## config.mk

```make
export PLATFORM = sky130hd
export DESIGN_NAME = fifo_wrt_arbiter
export DESIGN_NICKNAME = d
export VERILOG_FILES = /design/src/rtl/fifo_wrt_arbiter.sv
export SDC_FILE = /design/constraint.sdc
export NUM_CORES = 1
export LEC_CHECK = 0
export BUFFER_PORTS_ARGS = -buffer_cell sky130_fd_sc_hd__buf_2
export CORE_ASPECT_RATIO = 0.75
export CORE_MARGIN = 4
export CORE_UTILIZATION = 35
export CTS_CLUSTER_SIZE = 10
export DETAILED_ROUTE_END_ITERATION = 16
export HOLD_SLACK_MARGIN = 0.02
export PLACE_DENSITY = 0.69
export SYNTH_ARGS = -nofsm -noshare
export SYNTH_HDL_FRONTEND = slang
export SYNTH_SLANG_ARGS = --single-unit
export TNS_END_PERCENT = 10
```

## constraint.sdc

```tcl
create_clock -name wrt_clk -period 4.8 [get_ports wrt_clk]
set_clock_uncertainty 0.1 [all_clocks]
set_input_delay 0.48 -clock wrt_clk [delete_from_list [all_inputs] [get_ports wrt_clk]]
set_output_delay 0.48 -clock wrt_clk [all_outputs]
set_load 0.01 [all_outputs]
```

## src/rtl/fifo_wrt_arbiter.sv

```systemverilog
// -----------------------------------------------------------------------------
// fifo_wrt_arbiter
//
// Round-robin arbiter sharing the write port of an async FIFO among NUM_REQ
// requesters in the write clock domain. A grant is held for one packet, which
// ends on req_last or after MAX_BURST accepted beats. The FIFO's registered
// full flag back-pressures the current owner.
//
// Ports
//   wrt_clk    in   write-domain clock, all logic on posedge
//   wrt_rst    in   synchronous active-high reset
//   req_valid  in   [NUM_REQ]         per-requester beat valid
//   req_data   in   [NUM_REQ*DATA_W]  requester i at [i*DATA_W +: DATA_W]
//   req_last   in   [NUM_REQ]         final beat of the requester's packet
//   req_ready  out  [NUM_REQ]         beat accepted when valid & ready
//   full       in   FIFO full flag (registered, write domain)
//   wrt_en     out  FIFO write enable
//   wrt_data   out  [DATA_W] FIFO write data
//   grant      out  [NUM_REQ] one-hot current owner, 0 when idle
//   busy       out  1 while a requester owns the write port
// -----------------------------------------------------------------------------
module fifo_wrt_arbiter #(
    parameter int NUM_REQ   = 4,
    parameter int DATA_W    = 8,
    parameter int MAX_BURST = 8
) (
    input  logic                      wrt_clk,
    input  logic                      wrt_rst,
    input  logic [NUM_REQ-1:0]        req_valid,
    input  logic [NUM_REQ*DATA_W-1:0] req_data,
    input  logic [NUM_REQ-1:0]        req_last,
    output logic [NUM_REQ-1:0]        req_ready,
    input  logic                      full,
    output logic                      wrt_en,
    output logic [DATA_W-1:0]         wrt_data,
    output logic [NUM_REQ-1:0]        grant,
    output logic                      busy
);

    localparam int IDX_W = $clog2(NUM_REQ);
    localparam int CNT_W = $clog2(MAX_BURST) + 1;

    typedef enum logic {
        IDLE = 1'b0,
        OWN  = 1'b1
    } state_t;

    state_t               state, state_nxt;
    logic [IDX_W-1:0]     owner, owner_nxt;
    logic [IDX_W-1:0]     last_owner, last_owner_nxt;
    logic [NUM_REQ-1:0]   grant_nxt;
    logic [CNT_W-1:0]     beat_cnt, beat_cnt_nxt;

    logic                 accept;
    logic                 pkt_done;
    logic                 pick_found;
    logic [IDX_W-1:0]     pick_idx;
    logic [IDX_W:0]       scan;

    // Datapath towards the FIFO and requesters. Only the owner's beat can
    // reach the FIFO, and nothing is written while full is high.
    always_comb begin
        busy      = (state == OWN);
        accept    = busy & req_valid[owner] & ~full;
        pkt_done  = accept & (req_last[owner] | (beat_cnt == CNT_W'(MAX_BURST - 1)));
        wrt_en    = accept;
        wrt_data  = req_data[owner*DATA_W +: DATA_W];
        req_ready = grant & {NUM_REQ{~full}};
    end

    // Round-robin pick: scan last_owner+1, +2, ... (mod NUM_REQ). The previous
    // owner is checked last, so it loses to any other valid requester.
    always_comb begin
        pick_found = 1'b0;
        pick_idx   = '0;
        scan       = '0;
        for (int k = 1; k <= NUM_REQ; k++) begin
            scan = {1'b0, last_owner} + (IDX_W+1)'(k);
            if (scan >= (IDX_W+1)'(NUM_REQ))
                scan = scan - (IDX_W+1)'(NUM_REQ);
            if (!pick_found && req_valid[scan[IDX_W-1:0]]) begin
                pick_found = 1'b1;
                pick_idx   = scan[IDX_W-1:0];
            end
        end
    end

    // Next-state logic.
    always_comb begin
        // NOTE: every signal gets a default before any branch; a path that
        // leaves one unassigned would infer a latch.
        state_nxt      = state;
        owner_nxt      = owner;
        grant_nxt      = grant;
        beat_cnt_nxt   = beat_cnt;
        last_owner_nxt = last_owner;
        unique case (state)
            IDLE: begin
                if (pick_found) begin
                    state_nxt    = OWN;
                    owner_nxt    = pick_idx;
                    grant_nxt    = NUM_REQ'(1) << pick_idx;
                    beat_cnt_nxt = '0;
                end
            end
            OWN: begin
                // While stalled (no accept) everything stays frozen.
                if (accept)
                    beat_cnt_nxt = beat_cnt + CNT_W'(1);
                if (pkt_done) begin
                    state_nxt      = IDLE;
                    grant_nxt      = '0;
                    last_owner_nxt = owner;
                end
            end
            default: state_nxt = IDLE;
        endcase
    end

    // State registers. last_owner resets to NUM_REQ-1 so requester 0 wins
    // the first arbitration.
    always_ff @(posedge wrt_clk) begin
        // NOTE: sequential state uses non-blocking assignments so every
        // register samples pre-edge values regardless of statement order.
        if (wrt_rst) begin
            state      <= IDLE;
            owner      <= '0;
            grant      <= '0;
            beat_cnt   <= '0;
            last_owner <= IDX_W'(NUM_REQ - 1);
        end else begin
            state      <= state_nxt;
            owner      <= owner_nxt;
            grant      <= grant_nxt;
            beat_cnt   <= beat_cnt_nxt;
            last_owner <= last_owner_nxt;
        end
    end

endmodule

```

**Word-level counts from Yosys, hierarchy flattened**

Index checks and enable logic that the tools add are counted.

- Latch bits: 0
- Output and inout port bits: 18
- ROM bits: 0
- Bits of input ports: 43
- Flip-flop bits (word level): 13
- Memories kept: 0
- Word-level logic and storage cells: 79
- RAM bits: 0

- Multipliers: 0
- Div/mod/pow operators: 0
- Reduce and logical (&&, ||, !) cells: 10
- Multiplexer cells: 33
- Bitwise operators: 7
- $lt $le $gt $ge: 9
- $add $sub $neg: 9
- Eq/ne operators: 4
- Shift-type cells: 2

Operators by type and width:

| cell | count |
|---|---|
| 32-bit by 6-bit indexed part select with 8-bit output | 1 |
| 2-bit 2-to-1 mux | 8 |
| 4-bit 2-to-1 mux | 4 |
| 4-bit case mux with 2 select lines | 2 |
| 2-bit by 3-bit less-than comparator with 1-bit output, second input constant | 5 |
| 1-bit binary-select mux with 2-bit select | 6 |
| 3-bit greater-or-equal comparator, second input constant | 4 |
| 1-bit 2-to-1 mux | 12 |
| 2-bit AND reduction | 4 |
| 2-bit by 1-bit subtractor with 2-bit output, second input constant | 4 |
| 2-bit by 2-bit adder with 3-bit output, second input constant | 2 |
| 4-bit by 1-bit adder with 4-bit output, second input constant | 1 |
| 4-bit AND | 1 |
| 4-bit by 3-bit == test with 1-bit output, second input constant | 1 |
| 2-bit != test, second input constant | 2 |
| 1-bit by 2-bit << shifter with 4-bit output, first input constant | 1 |
| 2-bit by 1-bit adder with 3-bit output, second input constant | 1 |
| 2-bit by 3-bit adder with 3-bit output, second input constant | 1 |
| 1-bit AND | 3 |
| 1-bit logical AND | 3 |
| 1-bit logical NOT | 3 |
| 2-bit by 1-bit != test with 1-bit output, second input constant | 1 |
| 1-bit inverter | 2 |
| 1-bit case mux with 2 select lines | 1 |
| 1-bit bitwise OR | 1 |

**Logic depth before layout (Yosys ltp)**

- Depth in word-level cells: 18
- Gate-level depth with buffers: 5
- Gate-level depth less buffers: 5

**Worst setup path before layout**

No wires, ideal clock.

- Path type: register to output
- From: register owner[0]
- To: output port wrt_data[0]
- Data arrival time: 1.189 ns
- Data required time: 4.220 ns
- Buffers on the path: 1
- Setup slack: 3.031 ns
- Stages on the path, launching flop included: 3
- Path through: dfxtp_1 -> buf_2 -> mux4_2

- Longest elaborated chain between the ends: 1

Ends and longest elaborated chain:

| element | line | text |
|---|---|---|
| start, declared | 49 | `logic [IDX_W-1:0] owner, owner_nxt;` |
| start signal, assigned | 133 | `owner <= owner_nxt;` |
| 32-bit by 6-bit indexed part select with 8-bit output | 67 | `wrt_data = req_data[owner*DATA_W +: DATA_W];` |
| end, declared | 35 | `output logic [DATA_W-1:0] wrt_data,` |

No other way between the ends.

**Final worst setup path**

- From: register owner[1]
- To: output port wrt_en

- Longest elaborated chain between the ends: 4

Ends and longest elaborated chain:

| element | line | text |
|---|---|---|
| 1-bit binary-select mux with 2-bit select | 64 | `accept = busy & req_valid[owner] & ~full;` |
| 1-bit 2-to-1 mux (not written as such) | 64 |  |
| 1-bit AND (2 in a row) | 64 |  |
| end, declared | 34 | `output logic wrt_en,` |

No other way between the ends. The select of a mux whose other input is x is not followed.

==> impl_metrics.py <==
metrics = {
    "cts": {
        "cts_buffer_depth": 2,
        "insertion_delay_ns": 0.28,
        "cts_sinks": 13,
        "htreeDepth": 1,
        "postCtsSetupBuffers": 0,
        "root_buffer": "clkbuf_4",
        "cts_tree": "yes",
        "cts_buffers": 3,
        "hold_buffers": 0,
        "postCtsResizedCells": 0,
        "cts.clk_slew.worst_paths_ns": 0.09,
    },
    "yosys": {
        "syn_avg_cell_area_um2": 10.29,
        "ys_seq_elements": 13,
        "syn_nets": 132,
        "syn_area_um2": 905.9,
        "async_flop_share": 0,
        "synthFlopType": "dfxtp_1",
        "synth-edff-count": 0,
        "yosys_warnings": 0,
        "syn-instance-count": 88,
        "yosysSeqAreaShare": 0.2873,
        "yosys.cell_types.count": 31,
    },
    "worst_setup_path": {
        "rr_worst_depth": 4,
        "worst-setup-path-type": "reg2out",
        "cp-start-kind": "flip-flop",
        "crit_arrival_ns": 1.88,
        "worstReg2RegEnd": "grant[2]",
        "regToRegSetupSlack_ns": 2.60,
        "cp_cell_sequence": "mux4_2, nand2_1, inv_1, buf_2",
        "cp-end-kind": "output pin",
        "cp_slowest_cell": "dfxtp_1",
        "cpPeakStageDelay_ns": 0.64,
        "critPathBufInv": 2,
        "crit_family": "flip-flops",
        "critPathMaxFanout": 12,
        "r2r-start": "owner[0]",
        "critPathRequiredTime_ns": 4.22,
    },
    "drt": {
        "drc": 0,
        "wl_per_cell_um": 15.60,
        "drt-total-wl_mm": 2.824,
        "antenna_left": 0,
        "drt_first_iter_violations": 39,
        "vias": 969,
        "first_pass_iters": 4,
        "vias_per_cell": 5.354,
    },
    "die": {
        "num_rows": 15,
        "core-area_um2": 2384,
        "die_area_um2": 3475,
        "ios": 61,
        "die_y_um": 52.06,
        "die_x_um": 66.75,
        "start_util": 0.3801,
    },
    "timing": {
        "setup-tns-final_ns": 0,
        "min_period_over_period": 0.5132,
        "finalSetupViolCount": 0,
        "grt_setup_unrepaired": "false",
        "worst_pin_slew_ns": 0.7480,
        "fmax_mhz": 405.9,
        "slew_headroom": 0.4950,
        "finalHoldViolCount": 0,
        "fin_crit_ns": 2.463,
        "slew_viol_final": 0,
    },
    "final_layout": {
        "layout-drive-gt1-share": 0.5306,
        "final_nets": 192,
        "diodes": 0,
        "fin_util": 0.5239,
        "syn_to_final_growth_pct": 37.85,
    },
    "power": {
        "p_sw_frac": 0.3222,
        "pwr-share-comb": 0.315,
        "p_sw_w": 0.00009204,
        "p_int_w": 0.0001936,
        "power.share.clock": 0.249,
        "ir_drop_uv": 73.37,
        "seqPwrFrac": 0.436,
        "power.leakage_nw": 0.5552,
        "power.density_nw_per_um2": 228.8,
    },
    "min_path": {
        "hold_end": "beat_cnt[1]",
        "worstHoldStart": "beat_cnt[1]",
        "hold_class": "reg2reg",
        "holdPathStages": 2,
    },
    "grt": {
        "grt_pass1_wl_mm": 4.195,
        "grt_max_degree": 20,
        "grt_pass1_vias": 927,
        "grt.overflow.total": 0,
        "track_usage": 0.1574,
        "antenna_found_initial": 0,
    },
    "placement": {
        "place_congestion": 0.7685,
        "io_buffers": 60,
        "hpwl_mm": 2.340,
    },
    "status": {
        "outcome": "complete, no violations",
    },
    "flow_run": {
        "cap_viol_max_count": 0,
    },
}
-- metal layers --
| layer | share of wire | global-route usage | vias up |
|---|---|---|---|
| met5 | 0 | 0 | - |
| met4 | 0.020 | 0.05405 | 0 |
| met2 | 0.56 | 0.2862 | 39 |
| met3 | 0.055 | 0.01944 | 6 |
| met1 | 0.37 | 0.1909 | 460 |
| li1 | - | - | 464 |
-- through the flow --
stage	worst slack, ns	total power, W	hold slack, ns	instances	instance area [um^2]
2_1_floorplan	3.031	0.0001786	0.3603	88	905.9
3_3_place_gp	2.676	0.0002143	0.3784	177	1221
3_5_place_dp	2.601	0.0002172	0.3931	177	1221
4_1_cts	2.333	0.0002861	0.4056	181	1249
5_1_grt	2.227	0.0002992	0.4479	181	1249
6_report	2.337	0.0002857	0.4019	181	1249
-- power by group through the flow --
stage                     sequential (W)   clock, W  combinational (W)
after floorplan                 0.000122          0          0.0000566
after global placement          0.000127          0          0.0000875
after detailed placement        0.000127          0          0.0000898
after CTS                       0.000125  0.0000712          0.0000900
after global routing            0.000127  0.0000758          0.0000968
final                           0.000125  0.0000710          0.0000900
-- synth_stat cells, types with 2 or more instances --
cell type	count	area share
dfxtp_1	13	0.29
mux4_2	10	0.25
nor2_1	8	0.033
nor2b_1	7	0.048
a21oi_1	5	0.028
nand3_1	4	0.022
nand4b_1	4	0.039
nor3_1	4	0.022
o21ai_0	4	0.022
clkbuf_1	3	0.012
nand2_1	2	0.0083
o31ai_1	2	0.017
o31ai_2	2	0.028
or2b_1	2	0.017
xor2_1	2	0.019
-- layout by cell type (no fill, tap or decap) --
cell,synthesis,final
buf_2,1,60
dfxtp_1,13,13
mux4_2,10,10
nor2_1,8,8
nor2b_1,7,7
a21oi_1,5,5
nand3_1,4,4
nor3_1,4,4
o21ai_0,4,4
nand4b_1,4,4
clkbuf_4,0,3
nand2_1,2,2
xor2_1,2,2
or2b_1,2,2
o31ai_1,2,2
o31ai_2,2,2
inv_1,1,1
nor4_1,1,1
and3_1,1,1
or2_1,1,1
mux2_1,1,1
a21o_1,1,1
o311a_1,1,1
o22ai_1,1,1
and3b_1,1,1
o211ai_2,1,1
o311ai_0,1,1
or3_4,1,1
a211oi_1,1,1
ha_1,1,1
clkinv_2,0,1
-- state kept, by name (all words and copies together), names as in the netlist --
register,cells
beat_cnt,4
grant,4
last_owner,2
owner,2
busy,1
-- tightest hold or removal path, delay by kind of cell (launching register included) --
kind,cells,cell delay (ns)
simple gates,1,0.07
compound gates,1,0.06
flops,1,0.33
-- layout make-up --
class	instances	area, um^2
Fill cell	236	1135
Multi-Input combinational cell	69	614.3
Timing Repair Buffer	60	300.3
Sequential cell	13	260.3
Tap cell	34	42.54
Clock buffer	3	22.52
Clock inverter	1	5.005
Inverter	1	3.754
-- cells by family (layout without fill, tap and decap cells) --
family,count (synthesis),in the layout,share of synthesized area
buffers and inverters,6,65,0.03452
AOI/OAI and AO/OA,19,19,0.1519
xor gates and xnor gates,2,2,0.01934
muxes,11,11,0.2611
DFF,13,13,0.2873
adders and majority gates,1,1,0.01381
and+or+nand+nor,36,36,0.2321
-- how the worst max path moves through the flow --
stage                         from  cells past startpoint     endpoint  slack (ns)
after floorplan           owner[0]                      2  wrt_data[0]        3.03
after global placement    owner[1]                      4       wrt_en        2.68
after detailed placement  owner[0]                      4     grant[2]        2.60
after CTS                 owner[1]                      4       wrt_en        2.33
after global routing      owner[0]                      4       wrt_en        2.23
final                     owner[1]                      4       wrt_en        2.34
(Power assumes the default switching activity.)
